===== config.mk =====
export PLATFORM = sky130hd
export DESIGN_NAME = axis_pfifo
export DESIGN_NICKNAME = d
export VERILOG_FILES = /design/src/rtl/axis_fifo_pkg.sv /design/src/rtl/lutram_sdp.sv /design/src/rtl/axis_pfifo.sv
export SDC_FILE = /design/constraint.sdc
export NUM_CORES = 1
export LEC_CHECK = 0
export BUFFER_PORTS_ARGS = -buffer_cell sky130_fd_sc_hd__clkbuf_2
export CAP_MARGIN = 20
export CORE_MARGIN = 2
export CORE_UTILIZATION = 51
export DETAILED_ROUTE_END_ITERATION = 6
export HOLD_SLACK_MARGIN = 0.08
export MAX_ROUTING_LAYER = met4
export PLACE_DENSITY = 0.68
export SYNTH_ARGS = -nofsm -noshare
export SYNTH_HDL_FRONTEND = slang
export SYNTH_HIERARCHICAL = 1
export SYNTH_SLANG_ARGS = --single-unit
export TNS_END_PERCENT = 1

===== constraint.sdc =====
create_clock -name aclk -period 4.7 [get_ports aclk]
set_input_delay 0.235 -clock aclk [delete_from_list [all_inputs] [get_ports aclk]]
set_output_delay 0.235 -clock aclk [all_outputs]
set_load 0.02 [all_outputs]

===== src/rtl/axis_fifo_pkg.sv =====
// rtl/axis_fifo_pkg.sv - shared FSM encodings and pointer arithmetic for the stream FIFOs
package axis_fifo_pkg;

  typedef enum logic {
    ST_FILL = 1'b0,
    ST_DROP = 1'b1
  } state_e;

  // Widest pointer any FIFO in the family uses; callers zero-extend and truncate.
  localparam int PTR_MAX = 16;

  // Modular distance a - b; the low bits of the result are valid for any narrower pointer.
  function automatic logic [PTR_MAX-1:0] ptr_diff(input logic [PTR_MAX-1:0] a,
                                                  input logic [PTR_MAX-1:0] b);
    return a - b;
  endfunction

endpackage


===== src/rtl/lutram_sdp.sv =====
// rtl/lutram_sdp.sv - simple dual-port LUT RAM, synchronous write, asynchronous read
module lutram_sdp #(
  parameter int WIDTH = 8,
  parameter int ABITS = 4
) (
  input  logic             clk,
  input  logic             we,
  input  logic [ABITS-1:0] waddr,
  input  logic [WIDTH-1:0] wdata,
  input  logic [ABITS-1:0] raddr,
  output logic [WIDTH-1:0] rdata
);

  // No reset: contents are only meaningful behind the owner's pointers.
  logic [WIDTH-1:0] mem_q [2**ABITS];

  always_ff @(posedge clk) begin
    if (we) mem_q[waddr] <= wdata;
  end

  assign rdata = mem_q[raddr];

endmodule


===== src/rtl/axis_pfifo.sv =====
// rtl/axis_pfifo.sv - packet-mode stream FIFO: reader sees only frames committed by tlast
module axis_pfifo #(
  parameter int WIDTH = 8,
  parameter int ABITS = 4,
  parameter int DROP  = 1
) (
  input  logic             aclk,
  input  logic             aresetn,
  input  logic             s_tvalid,
  output logic             s_tready,
  input  logic             s_tlast,
  input  logic [WIDTH-1:0] s_tdata,
  output logic             m_tvalid,
  input  logic             m_tready,
  output logic             m_tlast,
  output logic [WIDTH-1:0] m_tdata,
  output logic [ABITS:0]   level_o,
  output logic             drop_o
);
  import axis_fifo_pkg::*;

  localparam int PW = ABITS + 1;
  localparam logic [PW-1:0] DEPTH_P = PW'(2**ABITS);

  state_e          state_q, state_d;
  logic [PW-1:0]   wr_ptr_q, wr_ptr_d;
  logic [PW-1:0]   wr_cmt_q, wr_cmt_d;
  logic [PW-1:0]   rd_ptr_q, rd_ptr_d;
  logic            rdy_q, rdy_d;

  logic [PW-1:0]   used;
  logic            full;
  logic            wr_acc;
  logic            rd_acc;
  logic            ram_we;
  logic [WIDTH:0]  rd_word;

  always_comb begin
    used     = PW'(ptr_diff(PTR_MAX'(wr_ptr_q), PTR_MAX'(rd_ptr_q)));
    full     = (used == DEPTH_P);
    m_tvalid = (rd_ptr_q != wr_cmt_q);
    level_o  = PW'(ptr_diff(PTR_MAX'(wr_cmt_q), PTR_MAX'(rd_ptr_q)));
    // rdy_q keeps the upstream port closed while in reset and for the release cycle.
    s_tready = rdy_q & ((state_q == ST_DROP) | ~full);
    wr_acc   = s_tvalid & s_tready;
    rd_acc   = m_tvalid & m_tready;
  end

  always_comb begin
    state_d  = state_q;
    wr_ptr_d = wr_ptr_q;
    wr_cmt_d = wr_cmt_q;
    rd_ptr_d = rd_ptr_q;
    rdy_d    = 1'b1;
    ram_we   = 1'b0;
    drop_o   = 1'b0;

    case (state_q)
      ST_FILL: begin
        if (wr_acc) begin
          ram_we   = 1'b1;
          wr_ptr_d = wr_ptr_q + 1'b1;
          if (s_tlast) wr_cmt_d = wr_ptr_q + 1'b1;
        end else if (DROP != 0 && full && (wr_cmt_q == rd_ptr_q)) begin
          // The whole buffer is one unfinished frame: it can never fit, so rewind and discard.
          state_d  = ST_DROP;
          wr_ptr_d = wr_cmt_q;
        end
      end
      ST_DROP: begin
        if (wr_acc && s_tlast) begin
          drop_o  = 1'b1;
          state_d = ST_FILL;
        end
      end
      default: state_d = ST_FILL;
    endcase

    if (rd_acc) rd_ptr_d = rd_ptr_q + 1'b1;
  end

  always_ff @(posedge aclk or negedge aresetn) begin
    if (!aresetn) begin
      state_q  <= ST_FILL;
      wr_ptr_q <= '0;
      wr_cmt_q <= '0;
      rd_ptr_q <= '0;
      rdy_q    <= 1'b0;
    end else begin
      state_q  <= state_d;
      wr_ptr_q <= wr_ptr_d;
      wr_cmt_q <= wr_cmt_d;
      rd_ptr_q <= rd_ptr_d;
      rdy_q    <= rdy_d;
    end
  end

  lutram_sdp #(
    .WIDTH (WIDTH + 1),
    .ABITS (ABITS)
  ) u_ram (
    .clk   (aclk),
    .we    (ram_we),
    .waddr (wr_ptr_q[ABITS-1:0]),
    .wdata ({s_tlast, s_tdata}),
    .raddr (rd_ptr_q[ABITS-1:0]),
    .rdata (rd_word)
  );

  assign {m_tlast, m_tdata} = rd_word;

endmodule

* Word-level counts from Yosys, hierarchy flattened
Memory sizes are Yosys's and may differ from the RTL's. Cells that the tools add are included.
Operators by class: $add $sub $neg 4, equality and inequality tests 3, muxes and demuxes 12, bitwise logic cells 6, reductions and logical operators 5
Operators by type and width (count):
- adder 5 x 1 -> 5 bit, second input constant | 2
- two-way mux 5 bit | 2
- subtractor 5 bit | 2
- two-way mux 1 bit | 9
- equality test 5 bit | 1
- equality test 5 bit, second input constant | 1
- inequality test 5 bit | 1
- AND 1 bit | 3
- AND reduction 3 bit | 1
- logical AND 1 bit | 2
- NOT 1 bit | 2
- one-hot mux 1 bit (2 select lines) | 1
- AND reduction 2 bit | 1
- nonzero test 2 bit | 1
- OR 1 bit | 1
Storage, ports and cells: register bits 17, RAM bits 144, bits of input ports 13, output and inout port bits 17, word-level logic and storage cells 36, memories 1
Memories:
- u_ram.mem_q | words 16, width 9, rd ports 1, clocked after Yosys merged registers in 0, write ports 1, line lutram_sdp.sv:15 | logic [WIDTH-1:0] mem_q [2**ABITS];

* Longest topological paths before layout
word-level depth 10, depth in mapped cells 9, depth with buffers taken out 8

* Cells and area by module
Netlist, hierarchy kept.
By module, submodules not included:
- lutram_sdp | instances 1, cells each 245, area an instance 5600.4 um^2
- axis_pfifo | instances 1, cells each 120, area an instance 1158.6 um^2

* Least setup slack after synthesis
OpenSTA, ideal clock, no wires.
kind register to register, start point register wr_ptr_q[0], end point memory u_ram/mem_q[0][0] in the netlist's numbering (enable), setup time 387 ps, arrival time 2883 ps, required time 4313 ps, path slack 1430 ps, cell stages (with the launch flop) 10, buffers on the path 1, cells stage by stage dfrtp_1 -> inv_1 -> ha_1 -> nor3b_1 -> xnor2_1 -> nor4_1 -> clkbuf_1 -> nor3_1 -> or3b_2 -> nor3_1
Between the ends: cells in the longest elaborated chain, start to end 10
RTL lines:
- start: declaration | line axis_pfifo.sv:26 | logic [PW-1:0] wr_ptr_q, wr_ptr_d;
- start signal: assignment | line axis_pfifo.sv:91 | wr_ptr_q <= wr_ptr_d;
- subtractor 5 bit | line axis_fifo_pkg.sv:15 | return a - b;
- equality test 5 bit | line axis_pfifo.sv:40 | full = (used == DEPTH_P);
- NOT 1 bit | line axis_pfifo.sv:44 | s_tready = rdy_q & ((state_q == ST_DROP) | ~full);
- OR 1 bit | line axis_pfifo.sv:44
- AND 1 bit | line axis_pfifo.sv:44
- AND 1 bit | line axis_pfifo.sv:45 | wr_acc = s_tvalid & s_tready;
- two-way mux 1 bit | line axis_pfifo.sv:60 | if (wr_acc) begin
- two-way mux 1 bit | line axis_pfifo.sv:58 | case (state_q)
- via ram_we | line axis_pfifo.sv:35 | logic ram_we;
- two-way mux 1 bit | line lutram_sdp.sv:18 | if (we) mem_q[waddr] <= wdata;
- two-way mux 1 bit (not written as such) | line lutram_sdp.sv:18
- end: declaration | line lutram_sdp.sv:15
The timed path passes the listed nets, and every way through them passes these cells.

* Worst setup path after layout
start point register wr_ptr_q[0], end point memory u_ram/mem_q[1][3] in the netlist's numbering (enable)
Same word-level chain as after synthesis.

==> impl_summary.log <==
INFO  metric power.ir.vdd_worst = 0.275 mV
INFO  metric worst_r2r_path_depth = 9
INFO  metric syn_to_final_growth = 12.3%
INFO  metric synth.lib_cells_used.distinct = 46
INFO  metric cts_buffers = 17
INFO  metric whs = 0.160 ns
INFO  metric globalRouteOverflowTotal = 0
INFO  metric insertedDiodeCount = 0
INFO  metric cts.root.buffer_cell = sky130_fd_sc_hd__clkbuf_16
INFO  metric synth-edff-count = 144
INFO  metric via_per_inst = approximately 5.8
INFO  metric timing.critical_path.fanout_max = 13
INFO  metric maximum_level_of_the_cts_h_tree = 4
INFO  metric placed_area = 7050 um2
INFO  metric postCtsHoldBufs = 1
INFO  metric drcViolationCount = 0
INFO  metric post-route-util = 58.0%
INFO  metric synth.avg_cell_area = 18.5 um2
INFO  metric port-buffer-count = 29
INFO  metric gp_routability_congestion = 0.820
INFO  metric synthTopCellsByArea = sky130_fd_sc_hd__edfxtp_1 (64%), sky130_fd_sc_hd__mux4_2 (7.0%), sky130_fd_sc_hd__dfrtp_1 (6.3%)
INFO  metric crit_required = 4.75 ns
INFO  metric initial_core_util = between 50% and 60%
INFO  metric post-dp-hpwl = 8340 um
INFO  metric grt_pass1_vias = 3,422
INFO  metric route.antenna.remaining_nets = 0
INFO  metric maxCapViolCount = 0
INFO  metric cp_data_arrival_time = 3.57 ns
INFO  metric final_setup_violation_count = 0
INFO  metric clkSlewWorstSetupHoldPaths = 0.06 ns
INFO  metric cts-resized-gates = 0
INFO  metric worstHoldPathType = in -> reg
INFO  metric post_synthesis_sequential_area_ratio = 70.3%
INFO  metric grt_antenna_before_repair = 0
INFO  metric startpoint_type = flop
INFO  metric post-place-ws = 1.18 ns
INFO  metric postRouteWirelength = 12,900 um
INFO  metric synth_top_area_share = 64.0%
INFO  metric postSynthCellCount = 365
INFO  metric fmaxAchievable = 284 MHz
INFO  metric postLayoutCellArea = around 7600 um2
INFO  metric worst_hold_path.endpoint = state_q
INFO  metric cts_buffer_depth = 2
INFO  metric timing_worst_slew_pin_value = 0.994 ns
INFO  metric floorplan.io_pins = 30
INFO  metric design.die.area = 14,200 um2
INFO  metric reg2reg_slack = between 1 and 1.5 ns
INFO  metric core_region_area = 13,100 um2
INFO  metric totalNegativeSetupSlack = 0 ns
INFO  metric place.detailed.instances = 563
INFO  metric grt_start_max_net_pins = 41
INFO  metric clock_insertion_delay_worst_skew = about 0.42 ns
INFO  metric dieWidth = 119 um
INFO  metric dr_total_vias = 3,454
INFO  metric synth_flop_cell = sky130_fd_sc_hd__edfxtp_1
INFO  metric worst_clock_skew = 0.00599 ns
INFO  metric hold_viol_final = 0
INFO  metric wl_per_cell = approximately 22 um
INFO  metric synth_top_cell_by_area = sky130_fd_sc_hd__edfxtp_1
INFO  metric critical_path.reg2reg.startpoint = wr_ptr_q[0]
INFO  metric power = 4.74 mW
INFO  metric final.setup.worst_slack = 1.18 ns
INFO  metric synth_cell_area = 6760 um2
INFO  metric holdPathStages = 4
INFO  metric drt_pass1_iterations = 5
INFO  metric wire_length_of_the_first_global_routing_pass = between 15,000 and 20,000 um
INFO  metric cts_tree = yes
INFO  metric layout_worst_path_cycle_share = roughly 75%
INFO  metric leakage = 2.62 nW
INFO  metric rsz0062_at_grt = false
INFO  metric fp.dieH = 119 um
INFO  metric drive_above_1_share = 22.3%
INFO  metric endpoint_kind = flop
INFO  metric layout.nets = 431
INFO  metric hold_start = s_tvalid
INFO  metric min_period = 3.52 ns
INFO  metric post-cts-setup-buffer-count = 0
INFO  metric initialDrtViolationCount = 359
INFO  metric grtUsageTotal = 20.1%
INFO  metric ys_ff_latch = around 160
INFO  metric ys.warnings.count = 6
INFO  metric number_of_max_slew_violations_in_the_final_report = 0
INFO  metric ys_async_rst_share = 10.6%
INFO  metric synthMostInstantiatedCell = sky130_fd_sc_hd__edfxtp_1
INFO  metric worst_slew_margin_rel = 33.5%
INFO  metric rr_endpoint = u_ram/mem_q[1][3]
INFO  metric worstSetupPathType = reg -> reg
INFO  metric synth_top_cells_by_count = sky130_fd_sc_hd__edfxtp_1 (144), sky130_fd_sc_hd__mux4_2 (21), sky130_fd_sc_hd__nor2_1 (20)
INFO  metric clock_sink_count = between 150 and 200
INFO  metric p_per_area = 625 nW/um2
INFO  metric synth_fp_nets = 389
INFO  metric outcome = completed
INFO  metric stdcell_count = 593
INFO  metric num_rows = 42
==> routing by layer <==
layer | global-route usage (%) | vias up | wire length, um
met5 | - | - | 0
met4 | 7.96 | 0 | 231
met3 | 4.07 | 18 | 810
met2 | 29.0 | 119 | 6090
met1 | 28.4 | 1767 | 5800
li1 | - | 1550 | -
==> worst max-delay path by stage <==
stage	startpoint	to	slack, ns	depth (start not counted)
2_1_floorplan	wr_ptr_q[0]	u_ram/mem_q[0][0]	1.43	9
3_3_place_gp	wr_ptr_q[0]	u_ram/mem_q[2][4]	1.43	9
3_5_place_dp	wr_ptr_q[0]	u_ram/mem_q[1][5]	1.18	9
4_1_cts	wr_ptr_q[0]	u_ram/mem_q[1][3]	1.17	9
5_1_grt	wr_ptr_q[0]	u_ram/mem_q[2][7]	0.90	9
6_report	wr_ptr_q[0]	u_ram/mem_q[1][3]	1.18	9
==> placed cells by master (no fill, tap or decap), drive strengths merged, types with 3 or more instances in the layout <==
cell type	instances
xor2	5
clkbuf	49
nand3	12
o211ai	5
or3	6
nand2	16
mux4	36
nand4	3
ha	10
nor3	5
nor2	20
clkinv	4
inv	13
edfxtp	144
clkinvlp	3
a22oi	18
o21ai	5
buf	7
mux2	5
xnor2	10
dfrtp	17
==> state kept, by name, indices dropped and copies added (netlist names) <==
register     flops
state_q          1
wr_cmt_q         5
u_ram/mem_q    144
rdy_q            1
wr_ptr_q         5
rd_ptr_q         5
==> kinds of logic (layout without fill, tap and decap cells) <==
group           after synthesis  in the layout  share of synthesized area (%)
fa+ha+maj                    11             11                           2.15
compound gates               33             33                           3.55
simple gates                 76             76                           5.65
buf+inv                      26             78                           2.52
mux                          42             42                           13.9
flops                       161            161                           70.3
other cells                   1              1                         0.0555
xor+xnor                     15             15                           1.94
==> worst max-delay path, stage by stage, from the launching register on <==
cell and delay, ns:
sky130_fd_sc_hd__dfrtp_1 0.49, sky130_fd_sc_hd__inv_1 0.16, sky130_fd_sc_hd__ha_1 0.19, sky130_fd_sc_hd__nor3b_1 0.28
sky130_fd_sc_hd__xnor2_1 0.19, sky130_fd_sc_hd__nor4_1 0.09, sky130_fd_sc_hd__buf_4 0.19, sky130_fd_sc_hd__nor3_1 0.37
sky130_fd_sc_hd__or3b_2 0.54, sky130_fd_sc_hd__nor2_1 0.67
==> area by class of cell <==
| type | instances | area (um2) |
|---|---|---|
| clock buffers | 20 | 437 |
| clock inverters | 9 | 87.6 |
| fillers | 986 | 5500 |
| inverters | 12 | 45.0 |
| multi-input cells | 178 | 1840 |
| flip-flops and latches | 161 | 4750 |
| well taps | 176 | 220 |
| repair buffers | 37 | 208 |
==> report_power, final <==
| group | switching, mW | total, mW | internal (mW) |
|---|---|---|---|
| clock network | 0.512 | 1.23 | 0.718 |
| logic | 0.993 | 1.70 | 0.702 |
| registers | 0.123 | 1.82 | 1.69 |
Note: power is estimated with default switching activity, not from simulation.
